--- src/rtl/id_decode_stage.sv ---
// RV32I decode stage: instr/pc -> ALU op, immediate and control bundle, 1-cycle latency.
// Registered 2-entry skid (M drives outputs, S catches overflow); in_ready = S empty, no out_ready->in_ready path.
module id_decode_stage #(
  parameter int          XLEN       = 32,
  parameter logic [3:0]  ILLEGAL_OP = 4'b0000
) (
  input  logic            clk,
  input  logic            rst_n,
  input  logic            in_valid,
  output logic            in_ready,
  input  logic [XLEN-1:0] instr,
  input  logic [XLEN-1:0] pc,
  input  logic            flush,
  output logic            out_valid,
  input  logic            out_ready,
  output logic [3:0]      alu_op,
  output logic [1:0]      src2_sel,
  output logic [XLEN-1:0] imm,
  output logic [4:0]      rs1_addr,
  output logic [4:0]      rs2_addr,
  output logic [4:0]      rd_addr,
  output logic [XLEN-1:0] pc_out,
  output logic            reg_write,
  output logic            mem_read,
  output logic            mem_write,
  output logic            branch,
  output logic            branch_ne,
  output logic            jump,
  output logic            illegal
);

  localparam logic [3:0] OP_ADD = 4'b0001;
  localparam logic [3:0] OP_SUB = 4'b0010;
  localparam logic [3:0] OP_AND = 4'b0011;
  localparam logic [3:0] OP_OR  = 4'b0100;
  localparam logic [3:0] OP_SLL = 4'b0101;
  localparam logic [3:0] OP_SRL = 4'b0110;
  localparam logic [3:0] OP_XOR = 4'b0111;
  localparam logic [3:0] OP_SLT = 4'b1000;
  localparam logic [3:0] OP_JAL = 4'b1001;
  localparam logic [3:0] OP_LUI = 4'b1010;

  localparam logic [6:0] OPC_R   = 7'b0110011;
  localparam logic [6:0] OPC_I   = 7'b0010011;
  localparam logic [6:0] OPC_LD  = 7'b0000011;
  localparam logic [6:0] OPC_ST  = 7'b0100011;
  localparam logic [6:0] OPC_BR  = 7'b1100011;
  localparam logic [6:0] OPC_JAL = 7'b1101111;
  localparam logic [6:0] OPC_LUI = 7'b0110111;

  typedef struct packed {
    logic [3:0]      alu_op;
    logic [1:0]      src2_sel;
    logic [XLEN-1:0] imm;
    logic [4:0]      rs1_addr;
    logic [4:0]      rs2_addr;
    logic [4:0]      rd_addr;
    logic [XLEN-1:0] pc;
    logic            reg_write;
    logic            mem_read;
    logic            mem_write;
    logic            branch;
    logic            branch_ne;
    logic            jump;
    logic            illegal;
  } bundle_t;

  logic [6:0] opcode;
  logic [2:0] funct3;
  logic [6:0] funct7;
  logic       legal;
  bundle_t    dec;

  assign opcode = instr[6:0];
  assign funct3 = instr[14:12];
  assign funct7 = instr[31:25];

  always_comb begin
    dec          = '0;
    legal        = 1'b1;
    dec.rs1_addr = instr[19:15];
    dec.rs2_addr = instr[24:20];
    dec.rd_addr  = instr[11:7];
    dec.pc       = pc;
    case (opcode)
      OPC_R: begin
        dec.reg_write = 1'b1;
        case (funct3)
          3'b000:  dec.alu_op = (funct7 == 7'b0100000) ? OP_SUB : OP_ADD;
          3'b001:  dec.alu_op = OP_SLL;
          3'b010:  dec.alu_op = OP_SLT;
          3'b100:  dec.alu_op = OP_XOR;
          3'b101:  dec.alu_op = OP_SRL;
          3'b110:  dec.alu_op = OP_OR;
          3'b111:  dec.alu_op = OP_AND;
          default: legal = 1'b0;
        endcase
        // Only add/sub distinguishes funct7; every other R-type needs it zero.
        if (!(funct7 == 7'b0 || (funct3 == 3'b000 && funct7 == 7'b0100000))) legal = 1'b0;
      end
      OPC_I: begin
        dec.reg_write = 1'b1;
        dec.src2_sel  = 2'd1;
        dec.imm       = {{20{instr[31]}}, instr[31:20]};
        case (funct3)
          3'b000:  dec.alu_op = OP_ADD;
          3'b001:  dec.alu_op = OP_SLL;
          3'b010:  dec.alu_op = OP_SLT;
          3'b100:  dec.alu_op = OP_XOR;
          3'b101:  dec.alu_op = OP_SRL;
          3'b110:  dec.alu_op = OP_OR;
          3'b111:  dec.alu_op = OP_AND;
          default: legal = 1'b0;
        endcase
        if ((funct3 == 3'b001 || funct3 == 3'b101) && funct7 != 7'b0) legal = 1'b0;
      end
      OPC_LD: begin
        dec.alu_op    = OP_ADD;
        dec.src2_sel  = 2'd1;
        dec.imm       = {{20{instr[31]}}, instr[31:20]};
        dec.mem_read  = 1'b1;
        dec.reg_write = 1'b1;
        if (funct3 != 3'b010) legal = 1'b0;
      end
      OPC_ST: begin
        dec.alu_op    = OP_ADD;
        dec.src2_sel  = 2'd1;
        dec.imm       = {{20{instr[31]}}, instr[31:25], instr[11:7]};
        dec.mem_write = 1'b1;
        if (funct3 != 3'b010) legal = 1'b0;
      end
      OPC_BR: begin
        dec.alu_op    = OP_SUB;
        dec.imm       = {{19{instr[31]}}, instr[31], instr[7], instr[30:25], instr[11:8], 1'b0};
        dec.branch    = 1'b1;
        dec.branch_ne = funct3[0];
        if (funct3[2:1] != 2'b00) legal = 1'b0;
      end
      OPC_JAL: begin
        dec.alu_op    = OP_JAL;
        dec.src2_sel  = 2'd2;
        dec.imm       = {{11{instr[31]}}, instr[31], instr[19:12], instr[20], instr[30:21], 1'b0};
        dec.jump      = 1'b1;
        dec.reg_write = 1'b1;
      end
      OPC_LUI: begin
        dec.alu_op    = OP_LUI;
        dec.src2_sel  = 2'd1;
        dec.imm       = {12'b0, instr[31:12]};
        dec.reg_write = 1'b1;
      end
      default: legal = 1'b0;
    endcase
    if (!legal) begin
      dec.alu_op    = ILLEGAL_OP;
      dec.src2_sel  = 2'd0;
      dec.imm       = '0;
      dec.reg_write = 1'b0;
      dec.mem_read  = 1'b0;
      dec.mem_write = 1'b0;
      dec.branch    = 1'b0;
      dec.branch_ne = 1'b0;
      dec.jump      = 1'b0;
      dec.illegal   = 1'b1;
    end
  end

  bundle_t m_q, m_d, s_q, s_d;
  logic    m_vld_q, m_vld_d, s_vld_q, s_vld_d;
  logic    accept, fire;

  assign accept = in_valid & ~s_vld_q;
  assign fire   = m_vld_q & out_ready;

  always_comb begin
    m_d     = m_q;
    s_d     = s_q;
    m_vld_d = m_vld_q;
    s_vld_d = s_vld_q;
    if (flush) begin
      m_vld_d = 1'b0;
      s_vld_d = 1'b0;
    end else if (s_vld_q) begin
      // S full means in_ready is low, so only the drain into M can happen.
      if (fire) begin
        m_d     = s_q;
        s_vld_d = 1'b0;
      end
    end else if (accept) begin
      if (!m_vld_q || fire) begin
        m_d     = dec;
        m_vld_d = 1'b1;
      end else begin
        s_d     = dec;
        s_vld_d = 1'b1;
      end
    end else if (fire) begin
      m_vld_d = 1'b0;
    end
  end

  always_ff @(posedge clk or negedge rst_n) begin
    if (!rst_n) begin
      m_q     <= '0;
      s_q     <= '0;
      m_vld_q <= 1'b0;
      s_vld_q <= 1'b0;
    end else begin
      m_q     <= m_d;
      s_q     <= s_d;
      m_vld_q <= m_vld_d;
      s_vld_q <= s_vld_d;
    end
  end

  assign in_ready  = ~s_vld_q;
  assign out_valid = m_vld_q;
  assign alu_op    = m_q.alu_op;
  assign src2_sel  = m_q.src2_sel;
  assign imm       = m_q.imm;
  assign rs1_addr  = m_q.rs1_addr;
  assign rs2_addr  = m_q.rs2_addr;
  assign rd_addr   = m_q.rd_addr;
  assign pc_out    = m_q.pc;
  assign reg_write = m_q.reg_write;
  assign mem_read  = m_q.mem_read;
  assign mem_write = m_q.mem_write;
  assign branch    = m_q.branch;
  assign branch_ne = m_q.branch_ne;
  assign jump      = m_q.jump;
  assign illegal   = m_q.illegal;

endmodule

--- config.mk ---
export PLATFORM = sky130hd
export DESIGN_NAME = id_decode_stage
export DESIGN_NICKNAME = d
export VERILOG_FILES = /design/src/rtl/id_decode_stage.sv
export SDC_FILE = /design/constraint.sdc
export NUM_CORES = 1
export LEC_CHECK = 0
export BUFFER_PORTS_ARGS = -buffer_cell sky130_fd_sc_hd__buf_4
export CORE_UTILIZATION = 55
export DETAILED_ROUTE_END_ITERATION = 7
export PLACE_DENSITY = 0.84
export SETUP_SLACK_MARGIN = 0.1
export SYNTH_ARGS = -nofsm -noshare
export SYNTH_HDL_FRONTEND = slang
export SYNTH_SLANG_ARGS = --single-unit
--- constraint.sdc ---
create_clock -name clk -period 2.46 [get_ports clk]
set_input_delay 0 -clock clk [delete_from_list [all_inputs] [get_ports clk]]
set_output_delay 0 -clock clk [all_outputs]
set_load 0.01 [all_outputs]
; ---- Word-level counts from Yosys, hierarchy flattened
; Index checks and enable logic that the tools add are counted.
[word_totals]
ff_bits = 186
input_bits = 69
output_inout_bits = 94
word_cells = 108
[classes]
n_eq_ne = 18
n_mux = 33
bitwise_logic = 5
reduce_logical = 22
[ops]
columns = operator, count
row1 = 92-bit two-way mux, 4
row2 = 32-bit one-hot mux with 5 select lines, 1
row3 = 4-bit one-hot mux with 7 select lines, 2
row4 = 38-bit two-way mux, 1
row5 = "7-bit by 6-bit equality test with 1-bit output, second input constant", 4
row6 = 4-bit one-hot mux with 6 select lines, 1
row7 = 1-bit two-way mux, 19
row8 = "7-bit equality test, second input constant", 2
row9 = "3-bit equality test, second input constant", 4
row10 = 4-bit AND reduction, 2
row11 = "7-bit by 2-bit equality test with 1-bit output, second input constant", 1
row12 = "7-bit by 5-bit equality test with 1-bit output, second input constant", 1
row13 = 7-bit zero test, 1
row14 = 7-bit two-way mux, 1
row15 = 7-bit nonzero test, 1
row16 = 7-bit OR reduction, 1
row17 = "3-bit by 2-bit inequality test with 1-bit output, second input constant", 2
row18 = 2-bit nonzero test, 3
row19 = 2-bit OR reduction, 3
row20 = 1-bit one-hot mux with 5 select lines, 1
row21 = 5-bit OR reduction, 1
row22 = 2-bit two-way mux, 2
row23 = 2-bit one-hot mux with 2 select lines, 1
row24 = 4-bit OR reduction, 1
row25 = other kinds (12), 18

; ---- Depth between registers and ports, before layout
; Gate-level depths: netlist of the first run.
[depth]
depth_word = 9
ltp_mapped = 7
depth_no_buf = 5

; ---- Worst setup path after synthesis of the first run
; Ideal clock, no wire load.
[synth_path]
path_kind = register to register
startpoint = reg m_vld_q (netlist: out_valid)
endpoint = reg m_q (netlist bit rs1_addr[3])
setup_ns = 0.136
arrival_time_ns = 1.670
required_time_ns = 2.324
slack_ns = 0.654
stages_incl_launch_ff = 7
n_path_buf = 3
period_less_slack_ns = 1.806
cell_sequence = dfrtp_1 nor2b_1 a211o_1 clkbuf_1 clkbuf_1 clkbuf_1 o21ai_0
[synth_between]
elab_chain_cells = 4
elab_cells_between_ends = 6
cone_classes = eq/ne: 1 / bitwise: 1 / reduce/logical: 4
[synth_lines]
columns = item, line_no
row1 = "start, declared", 169  ; logic m_vld_q, m_vld_d, s_vld_q, s_vld_d;
row2 = "start signal, assigned", 211  ; m_vld_q <= m_vld_d;
row3 = 1-bit bitwise AND / 1-bit zero test (equally long branches), "173, 190"
row4 = 1-bit logical OR, 190  ; if (!m_vld_q || fire) begin
row5 = 2-bit nonzero test (no source line), n/a
row6 = 4-bit AND reduction (no source line) *, n/a
row7 = "end signal, assigned", 209  ; m_q <= m_d;
row8 = "end, declared", 168  ; bundle_t m_q, m_d, s_q, s_d;
; Every way passes the cells marked *; elsewhere a longest branch is shown, timed or not.
; A chain may end at the register's enable or synchronous reset.

; ---- Worst setup path after layout of the first run
[layout_path]
startpoint = reg m_vld_q (netlist: out_valid)
endpoint = reg m_q (netlist bit imm[4])
; Same word-level chain as after synthesis.

==> results of run 1 <==
-- metrics by stage --
| stage | instance area, um2 | hold WS [ps] | setup slack, ps | std cells |
|---|---|---|---|---|
| global route | 10100 | 41.2 | 151 | 1193 |
| global placement | 8920 | 129 | 424 | 1106 |
| floorplan | 7670 | -296 | 654 | 820 |
| CTS | 10100 | 10.7 | 347 | 1193 |
| detailed placement | 8920 | 128 | 357 | 1106 |
| finish | 10100 | 27.5 | 304 | 1193 |
-- sequential cells by signal (all words and copies together) (netlist names) --
name and cells:
rd_addr 5, illegal 1, src2_sel 2, mem_write 1, rs2_addr 5, alu_op 4, mem_read 1, out_valid 1
s_q 80, s_vld_q 1, reg_write 1, branch_ne 1, branch 1, pc_out 32, imm 21, rs1_addr 5
-- metal layers --
layer | vias up | track usage, % | part of all wire, %
met1 | 3417 | 39.3 | 39
met4 | 0 | 16.2 | 3.5
met5 | - | 0 | 0
li1 | 3212 | - | -
met3 | 63 | 7.70 | 7.6
met2 | 322 | 52.0 | 50
-- cells by family (layout without fill, tap and decap cells) --
family                 after synthesis  in the layout  synth area share, %
buffers and inverters               86            283                 5.27
and+or+nand+nor                    322            322                 18.4
muxes                               48             48                 6.28
AOI/OAI and AO/OA                  202            202                 17.2
DFF                                162            162                 52.9
-- final cells by class --
class | instances | area (um2) | share of cell area, %
Sequential cell | 162 | 4060 | 40.2
Clock inverter | 9 | 121 | 1.20
Clock buffer | 22 | 484 | 4.80
Multi-Input combinational cell | 572 | 3220 | 32.0
Tap cell | 176 | 220 | 2.18
Inverter | 14 | 52.6 | 0.521
Timing Repair Buffer | 238 | 1930 | 19.1
-- worst paths after layout --
kind | startpoint | to | slack, ps | cells past startpoint
max reg2reg | out_valid$_DFFE_PN0P_ | imm[4]$_DFFE_PN0P_ | 300 | 6
min in group asynchronous | rst_n | imm[13]$_DFFE_PN0P_ | 210 | 2
max | out_valid$_DFFE_PN0P_ | imm[4]$_DFFE_PN0P_ | 300 | 6
min reg2reg | s_q[5]$_DFFE_PN0P_ | s_q[5]$_DFFE_PN0P_ | 470 | 2
min | instr[4] | s_q[5]$_DFFE_PN0P_ | 30 | 4
max in group asynchronous | rst_n | rs2_addr[0]$_DFFE_PN0P_ | 1370 | 3
-- power by group --
part	total, uW	internal (uW)	leakage (uW)	switching (uW)
combinational	1420	668	0.00238	755
sequential	3390	3110	0.00210	281
clock	2720	1610	0.000291	1110
total	7530	5390	0.00477	2140
-- worst max-delay path, delay by kind of cell, from the launching register on --
family | cells | cell delay (ps)
AOI/OAI and AO/OA | 3 | 750
DFF | 1 | 420
and+or+nand+nor | 2 | 350
buffers and inverters | 1 | 450
-- timing repair --
| item | CTS | global route |
|---|---|---|
| hold buffers | 56 | 0 |
| gates resized for setup | 0 | 0 |
| endpoints found under the hold margin | 187 | 0 |
-- placed cells by master, fill, tap and decap left out, types with 2 or more instances in the layout --
| cell type | n |
|---|---|
| mux2i_1 | 47 |
| nand2_1 | 232 |
| a222oi_1 | 5 |
| o32ai_1 | 14 |
| nand4_1 | 3 |
| and3_1 | 17 |
| clkbuf_8 | 4 |
| and2_1 | 9 |
| nor2_1 | 12 |
| o21a_1 | 2 |
| clkinvlp_4 | 2 |
| inv_6 | 2 |
| o31ai_1 | 16 |
| a31oi_1 | 4 |
| dlygate4sd3_1 | 56 |
| nor3_1 | 15 |
| dfrtp_1 | 161 |
| clkbuf_16 | 17 |
| nor4_2 | 2 |
| a221oi_1 | 9 |
| nor2b_1 | 10 |
| nand3_1 | 8 |
| o211a_1 | 2 |
| inv_1 | 13 |
| o41ai_1 | 5 |
| buf_4 | 181 |
| o22ai_1 | 7 |
| clkinv_4 | 2 |
| a21oi_1 | 38 |
| o21ai_0 | 77 |
| o22a_1 | 2 |
| bufinv_16 | 2 |
| o211ai_1 | 5 |
| nand2b_1 | 5 |
==> results.yml, run 1 <==
routing:
  vias: 7014
  antenna_left: 0
  postRouteWirelength_um: 22100
  firstDrtPassIters: 7
  drc: 0
  dr.first_iter.drc_count: 574
  viasPerCell: 5.88
  wire_per_inst_um: 18.5
global_routing:
  grt_usage_pct: 31.8
  grt_start_max_net_pins: 91
  grt_pass1_vias: 7007
  gr-total-overflow: 0
  grt_first_pass_wirelength_um: 35200
  grt_antenna_before_repair: 0
clock_tree:
  cts.clk_slew.worst_paths_ps: 60
  cts-buffers-inserted: 17
  root_buffer: "clkbuf_16"
  clock_latency_ps: 440
  clockBufferDepth: 2
  cts_tree: "yes"
  post-cts-setup-buffers: 0
  htreeDepth: 4
  clkSinkCount: 162
timing:
  hold_viol_final: 0
  tns_ps: 0
  slew_viol_final: 0
  max_slew_margin_pct: 45.6
  rsz0062_at_grt: "no"
  fin_worst_skew_ps: 10.8
  finalCriticalPeriod_ps: 2160
  fmax_ghz: 0.464
  finalCritPeriodShare_pct: 87.6
  tightest_slew_ps: 816
  setup_viol: 0
synth:
  yosys.area.top_type_share_pct: 52.9
  syn_area_um2: 7670
  synth_edf_count: 0
  post_synth_inst_count: 820
  yosysSeqAreaShare_pct: 52.9
  synth_top_area_cell: "dfrtp_1"
  syn_nets: 889
  ys.flop_type: "dfrtp_1"
  async_flop_share_pct: 100
  ys_ff_latch: 162
  synthTopCellsByCount: "nand2_1 (232), dfrtp_1 (162), o21ai_0 (77)"
  avgSynthCellArea_um2: 9.35
  ys_top_cells_by_area: "dfrtp_1 (53%), nand2_1 (11%), mux2i_1 (6.1%)"
  yosysMostFrequentCell: "nand2_1"
  yosysUniqueCellTypes: 59
  yosys_warnings: 0
setup_path:
  worstPathArrival_ps: 2450
  cp_cell_sequence: "nor2b_1 > a211o_4 > buf_4 > nor3_1 > a21oi_1 > o41ai_2"
  end_kind: "flop"
  worst-setup-path-type: "reg2reg"
  crit_slowest_cell: "a211o_4"
  cp.required_ps: 2750
  start_kind: "flop"
  cpPeakStageDelay_ps: 490
  worst-path-max-fanout: 53
placement:
  io_buffer_count: 162
  globalplace.congestion: 0.910
  place_hpwl_um: 13600
pwr:
  leakage_uw: 0.00477
  ir_drop_uv: 525
  power-per-cell-area_nw_per_um2: 746
  p_total_uw: 7530
cells_and_area:
  layout-drive-gt1-share_pct: 22.4
  diodes: 0
  n_fill_cell: 932
  final_core_util_pct: 75.3
  area_growth_pct: 31.6
  finalNetCount: 1074
die:
  die-width_um: 120
  die_y_um: 120
  core-area_um2: 13400
  rows: 42
  initial_core_util_pct: 57.2
  dieArea_um2: 14400
  ioPinCount: 163
job:
  maxCapViolCount: 0
min_path:
  holdCritPathClass: "in2reg"
run_status:
  status: "complete, no violations"
Power figures use the tool's default switching activity.
==> inputs of run 2 (changes only) <==
- CORE_UTILIZATION: 55 -> 57
- CTS_BUF_LIST: default -> sky130_fd_sc_hd__clkbuf_8
- PLACE_DENSITY: 0.84 -> 0.87
==> results.yml, run 2 (synthesized netlist as in run 1, its figures left out) <==
routing:
  firstDrtPassIters: 6
  wire_per_inst_um: 18.0
  vias: 6991
  dr.first_iter.drc_count: 691
  postRouteWirelength_um: 21500
  viasPerCell: 5.86
  antenna_left: 0
  drc: 0
clock_tree:
  clkSinkCount: 162
  root_buffer: "clkbuf_8"
  clockBufferDepth: 2
  cts_tree: "yes"
  clock_latency_ps: 460
  cts.clk_slew.worst_paths_ps: 90
  htreeDepth: 4
  cts-buffers-inserted: 17
  cts-resized-gates: 0
global_routing:
  grt_start_max_net_pins: 79
  grt_first_pass_wirelength_um: 34800
  grt_pass1_vias: 6782
  gr-total-overflow: 0
  grt_antenna_before_repair: 0
  grt_usage_pct: 31.6
min_path:
  holdCritPathClass: "in2reg"
  holdPathStages: 3
  hp-start: "instr[25]"
  min_to: "s_q[67]$_DFFE_PN0P_"
timing:
  finalCritPeriodShare_pct: 81.5
  setup_viol: 0
  finalCriticalPeriod_ps: 2000
  fin_ws_ps: 456
  hold_viol_final: 0
  slew_viol_final: 0
  tightest_slew_ps: 738
  tns_ps: 0
  fmax_ghz: 0.499
  max_slew_margin_pct: 50.8
  rsz0062_at_grt: "no"
  fin_worst_skew_ps: 16.9
cells_and_area:
  largest_reg_flops: 80
  layout-drive-gt1-share_pct: 21.9
  regMostFlops: "s_q"
  final_core_util_pct: 75.5
  diodes: 0
  finalNetCount: 1073
  n_fill_cell: 898
  final_common_cell: "nand2_1"
  area_growth_pct: 29.9
  layout_common_cells: "nand2_1 (232), buf_4 (175), dfrtp_1 (161)"
  finalInstanceArea_um2: 9960
die:
  initial_core_util_pct: 58.1
  core-area_um2: 13200
  die-width_um: 118
  die_y_um: 118
  ioPinCount: 163
  rows: 42
  dieArea_um2: 13900
job:
  maxCapViolCount: 0
pwr:
  p_total_uw: 7000
  power-per-cell-area_nw_per_um2: 702
  ir_drop_uv: 497
  leakage_uw: 0.00471
placement:
  globalplace.congestion: 0.947
  place_hpwl_um: 13200
  io_buffer_count: 162
  place_ws_ps: 504
  place_area_um2: 8940
setup_path:
  timing.rr.start: "s_vld_q$_DFF_PN0_"
  end_kind: "flop"
  start_kind: "primary input"
  worstPathArrival_ps: 2360
  worst-path-max-fanout: 16
  worst-setup-path-type: "in2reg"
  r2r_slack_ps: 460
  r2r-end: "pc_out[24]$_DFFE_PN0P_"
  reg2regPathDepth: 5
  cp.required_ps: 2810
run_status:
  status: "complete, no violations"
==> run 2: changes by cell type in the layout (fill, tap and decap cells not counted), moves of 2 or more <==
cell	change
clkinv_2	+3
clkbuf_16	-17
dlygate4sd3_1	+2
inv_1	+3
clkbuf_8	+14
buf_12	+3
clkinvlp_4	-2
bufinv_16	+3
buf_4	-6
==> run 2: final cells by class <==
| type | count | area (um2) | area share, % |
|---|---|---|---|
| Inverter | 14 | 52.6 | 0.528 |
| Clock buffer | 18 | 248 | 2.49 |
| Multi-Input combinational cell | 572 | 3220 | 32.4 |
| Timing Repair Buffer | 237 | 1970 | 19.7 |
| Tap cell | 176 | 220 | 2.21 |
| Clock inverter | 13 | 194 | 1.95 |
| Sequential cell | 162 | 4060 | 40.7 |
==> run 2: metal layers <==
metal	global-route usage [%]	vias to the layer above	wire length [um]
met5	0	-	0
met4	12.3	0	598
met3	7.46	58	1690
met2	51.0	343	10700
met1	41.3	3377	8530
li1	-	3213	-
==> run 2: repair_timing <==
item | in CTS | in global routing
endpoints found under the hold margin | 182 | 0
setup buffers | 0 | 0
hold buffers | 58 | 0
==> run 2: worst max-delay path, cell delays in order <==
cell and delay [ps]:
dlygate4sd3_1 540, buf_4 200, nor3b_1 450, nand3_1 180, nand3_1 220, nand2_1 350, o32ai_1 430
==> run 2: report_power, final <==
part           internal (uW)  switching, uW  leakage, uW
combinational            674            765      0.00238
clock                   1220            973     0.000236
sequential              3100            266      0.00210
==> run 2: worst max path at each step <==
stage	start	to	slack [ps]
final	instr[6]	s_q[56]$_DFFE_PN0P_	460
after floorplan	out_valid$_DFFE_PN0P_	rs1_addr[3]$_DFFE_PN0P_	650
after global placement	s_vld_q$_DFF_PN0_	alu_op[3]$_DFFE_PN0P_	550
after global routing	s_vld_q$_DFF_PN0_	src2_sel[0]$_DFFE_PN0P_	330
after detailed placement	s_vld_q$_DFF_PN0_	alu_op[3]$_DFFE_PN0P_	500
after CTS	s_vld_q$_DFF_PN0_	alu_op[3]$_DFFE_PN0P_	460
==> run 2: stage by stage <==
step	cells	hold slack, ps
6_report	1192	37.5
5_1_grt	1192	52.5
4_1_cts	1192	8.22
3_5_place_dp	1103	74.9
3_3_place_gp	1103	78.3
2_1_floorplan	820	-296
==> inputs of run 3 (changes only) <==
- CORE_UTILIZATION: 57 -> 51
- PLACE_DENSITY: 0.87 -> 0.82
- clock period: 2.46 -> 1.7 ns (I/O delays scaled with it)
==> results.yml, run 3 (synthesized netlist as in run 1, its figures left out) <==
setup_path:
  r2r-end: "s_q[40]$_DFFE_PN0P_"
  worstPathArrival_ps: 2160
  cp.required_ps: 2110
  timing.rr.start: "s_vld_q$_DFF_PN0_"
  start_kind: "flop"
  worst-path-max-fanout: 14
  reg2regPathDepth: 7
  end_kind: "flop"
  r2r_slack_ps: -40
  worst-setup-path-type: "reg2reg"
die:
  dieArea_um2: 15500
  die-width_um: 125
  die_y_um: 125
  rows: 44
  initial_core_util_pct: 52.5
  ioPinCount: 163
  core-area_um2: 14600
pwr:
  leakage_uw: 0.00535
  clock_power_share_pct: 29.0
  power-per-cell-area_nw_per_um2: 915
  ir_drop_uv: 817
  power_frac_seq_pct: 47.2
  pwr-share-comb_pct: 23.9
  swShare_pct: 30.5
  power.switching_uw: 3210
  internal_power_uw: 7320
timing:
  tightest_slew_ps: 764
  finalCriticalPeriod_ps: 1740
  max_slew_margin_pct: 49.0
  fin_ws_ps: -44.8
  slew_viol_final: 0
  rsz0062_at_grt: "yes"
  fmax_ghz: 0.573
  finalCritPeriodShare_pct: 103
  fin_worst_skew_ps: 14.5
  setup_viol: 22
  hold_viol_final: 0
cells_and_area:
  n_fill_cell: 856
  layout_common_cells: "buf_4 (215), nand2_1 (175), dfrtp_1 (160)"
  register_area_um2: 4060
  regMostFlops: "s_q"
  largest_reg_flops: 80
  finalNetCount: 1150
  finalInstanceArea_um2: 11500
  area_growth_pct: 50.1
  final_core_util_pct: 78.9
  layout-drive-gt1-share_pct: 37.2
  final_common_cell: "buf_4"
  diodes: 0
  multi_input_area_um2: 3810
clock_tree:
  root_buffer: "clkbuf_8"
  cts.clk_slew.worst_paths_ps: 90
  clock_latency_ps: 470
  clkSinkCount: 162
  clockBufferDepth: 2
  cts-buffers-inserted: 17
  cts_tree: "yes"
  htreeDepth: 4
placement:
  place_hpwl_um: 14400
  place_area_um2: 9380
  io_buffer_count: 162
  globalplace.congestion: 0.953
global_routing:
  grt_usage_pct: 30.8
  grt_first_pass_wirelength_um: 37700
  grt_antenna_before_repair: 0
  grt_start_max_net_pins: 54
  gr-total-overflow: 0
  grt_pass1_vias: 7269
run_status:
  status: "complete, but fails checks"
  violations: "negative setup slack"
min_path:
  min_to: "imm[17]$_DFFE_PN0P_"
  holdPathStages: 3
  hp-start: "instr[29]"
  holdCritPathClass: "in2reg"
routing:
  postRouteWirelength_um: 25800
  vias: 7625
  viasPerCell: 5.97
  firstDrtPassIters: 6
  wire_per_inst_um: 20.2
  dr.first_iter.drc_count: 701
  antenna_left: 0
  drc: 0
job:
  maxCapViolCount: 0
## run 3: cell count changes in the layout (fill, tap and decap cells not counted), moves of 12 or more
cell / delta
o21ai_0: -23
nand2_4: +24
buf_12: +12
nand2_1: -57
o21ai_1: +14
nand2_2: +32
buf_6: +14
buf_4: +40
## run 3: worst max-delay path by stage
stage	start	to	slack, ps	depth (start not counted)
after CTS	s_vld_q$_DFF_PN0_	imm[3]$_DFFE_PN0P_	10	6
final	s_vld_q$_DFF_PN0_	s_q[40]$_DFFE_PN0P_	-40	7
after floorplan	s_vld_q$_DFF_PN0_	pc_out[0]$_DFFE_PN0P_	90	7
after global routing	s_vld_q$_DFF_PN0_	s_q[40]$_DFFE_PN0P_	-70	7
after detailed placement	s_vld_q$_DFF_PN0_	s_q[65]$_DFFE_PN0P_	-120	3
after global placement	s_vld_q$_DFF_PN0_	s_q[65]$_DFFE_PN0P_	-100	3
## run 3: routing by layer
metal | part of all wire (%) | GRT usage, %
met3 | 8.7 | 8.25
met5 | 0 | 0
met2 | 50 | 50.4
met4 | 3.6 | 12.9
met1 | 38 | 38.6
## run 3: cell type report
class                   count  area share [%]
well taps                 184            2.00
repair buffers            312            25.4
inverters                  14           0.489
clock buffers              20            2.39
clock inverters            12            1.33
multi-input cells         574            33.1
flip-flops and latches    162            35.3
## run 3: per-stage QoR
step | std cells | power [uW] | hold WS [ps] | worst slack (ps) | setup TNS (ps)
final | 1278 | 10500 | 14.2 | -44.8 | -430
after global routing | 1278 | 11000 | 24.6 | -74.2 | -1750
after detailed placement | 1157 | 6920 | 2.25 | -118 | -5130
after CTS | 1262 | 10100 | 3.26 | 9.71 | 0
after floorplan | 820 | 5880 | -296 | 92.5 | 0
after global placement | 1157 | 6830 | -1.16 | -98.7 | -2300
## run 3: worst max-delay path: stages, from the launching register on
cell and delay [ps]:
dfrtp_4 510, buf_4 180, nor4_4 260, buf_4 190, clkbuf_4 220, buf_12 150
nand2_1 100, nand2_2 80
## run 3: repair_timing
item,in CTS,in global routing
setup endpoints to repair,162,159
pin swaps,7,64
setup buffers,10,11
cloned,7,6
hold buffers,56,0
resized for setup,55,146
hold endpoints to repair,273,0
## run 3: power groups by stage
stage / Sequential [uW] / Combinational (uW) / Clock [uW]
after CTS: 4850 / 2220 / 3050
final: 4970 / 2510 / 3050
after floorplan: 4970 / 912 / 0
after detailed placement: 4910 / 2010 / 0
after global routing: 5020 / 2710 / 3240
after global placement: 4890 / 1940 / 0
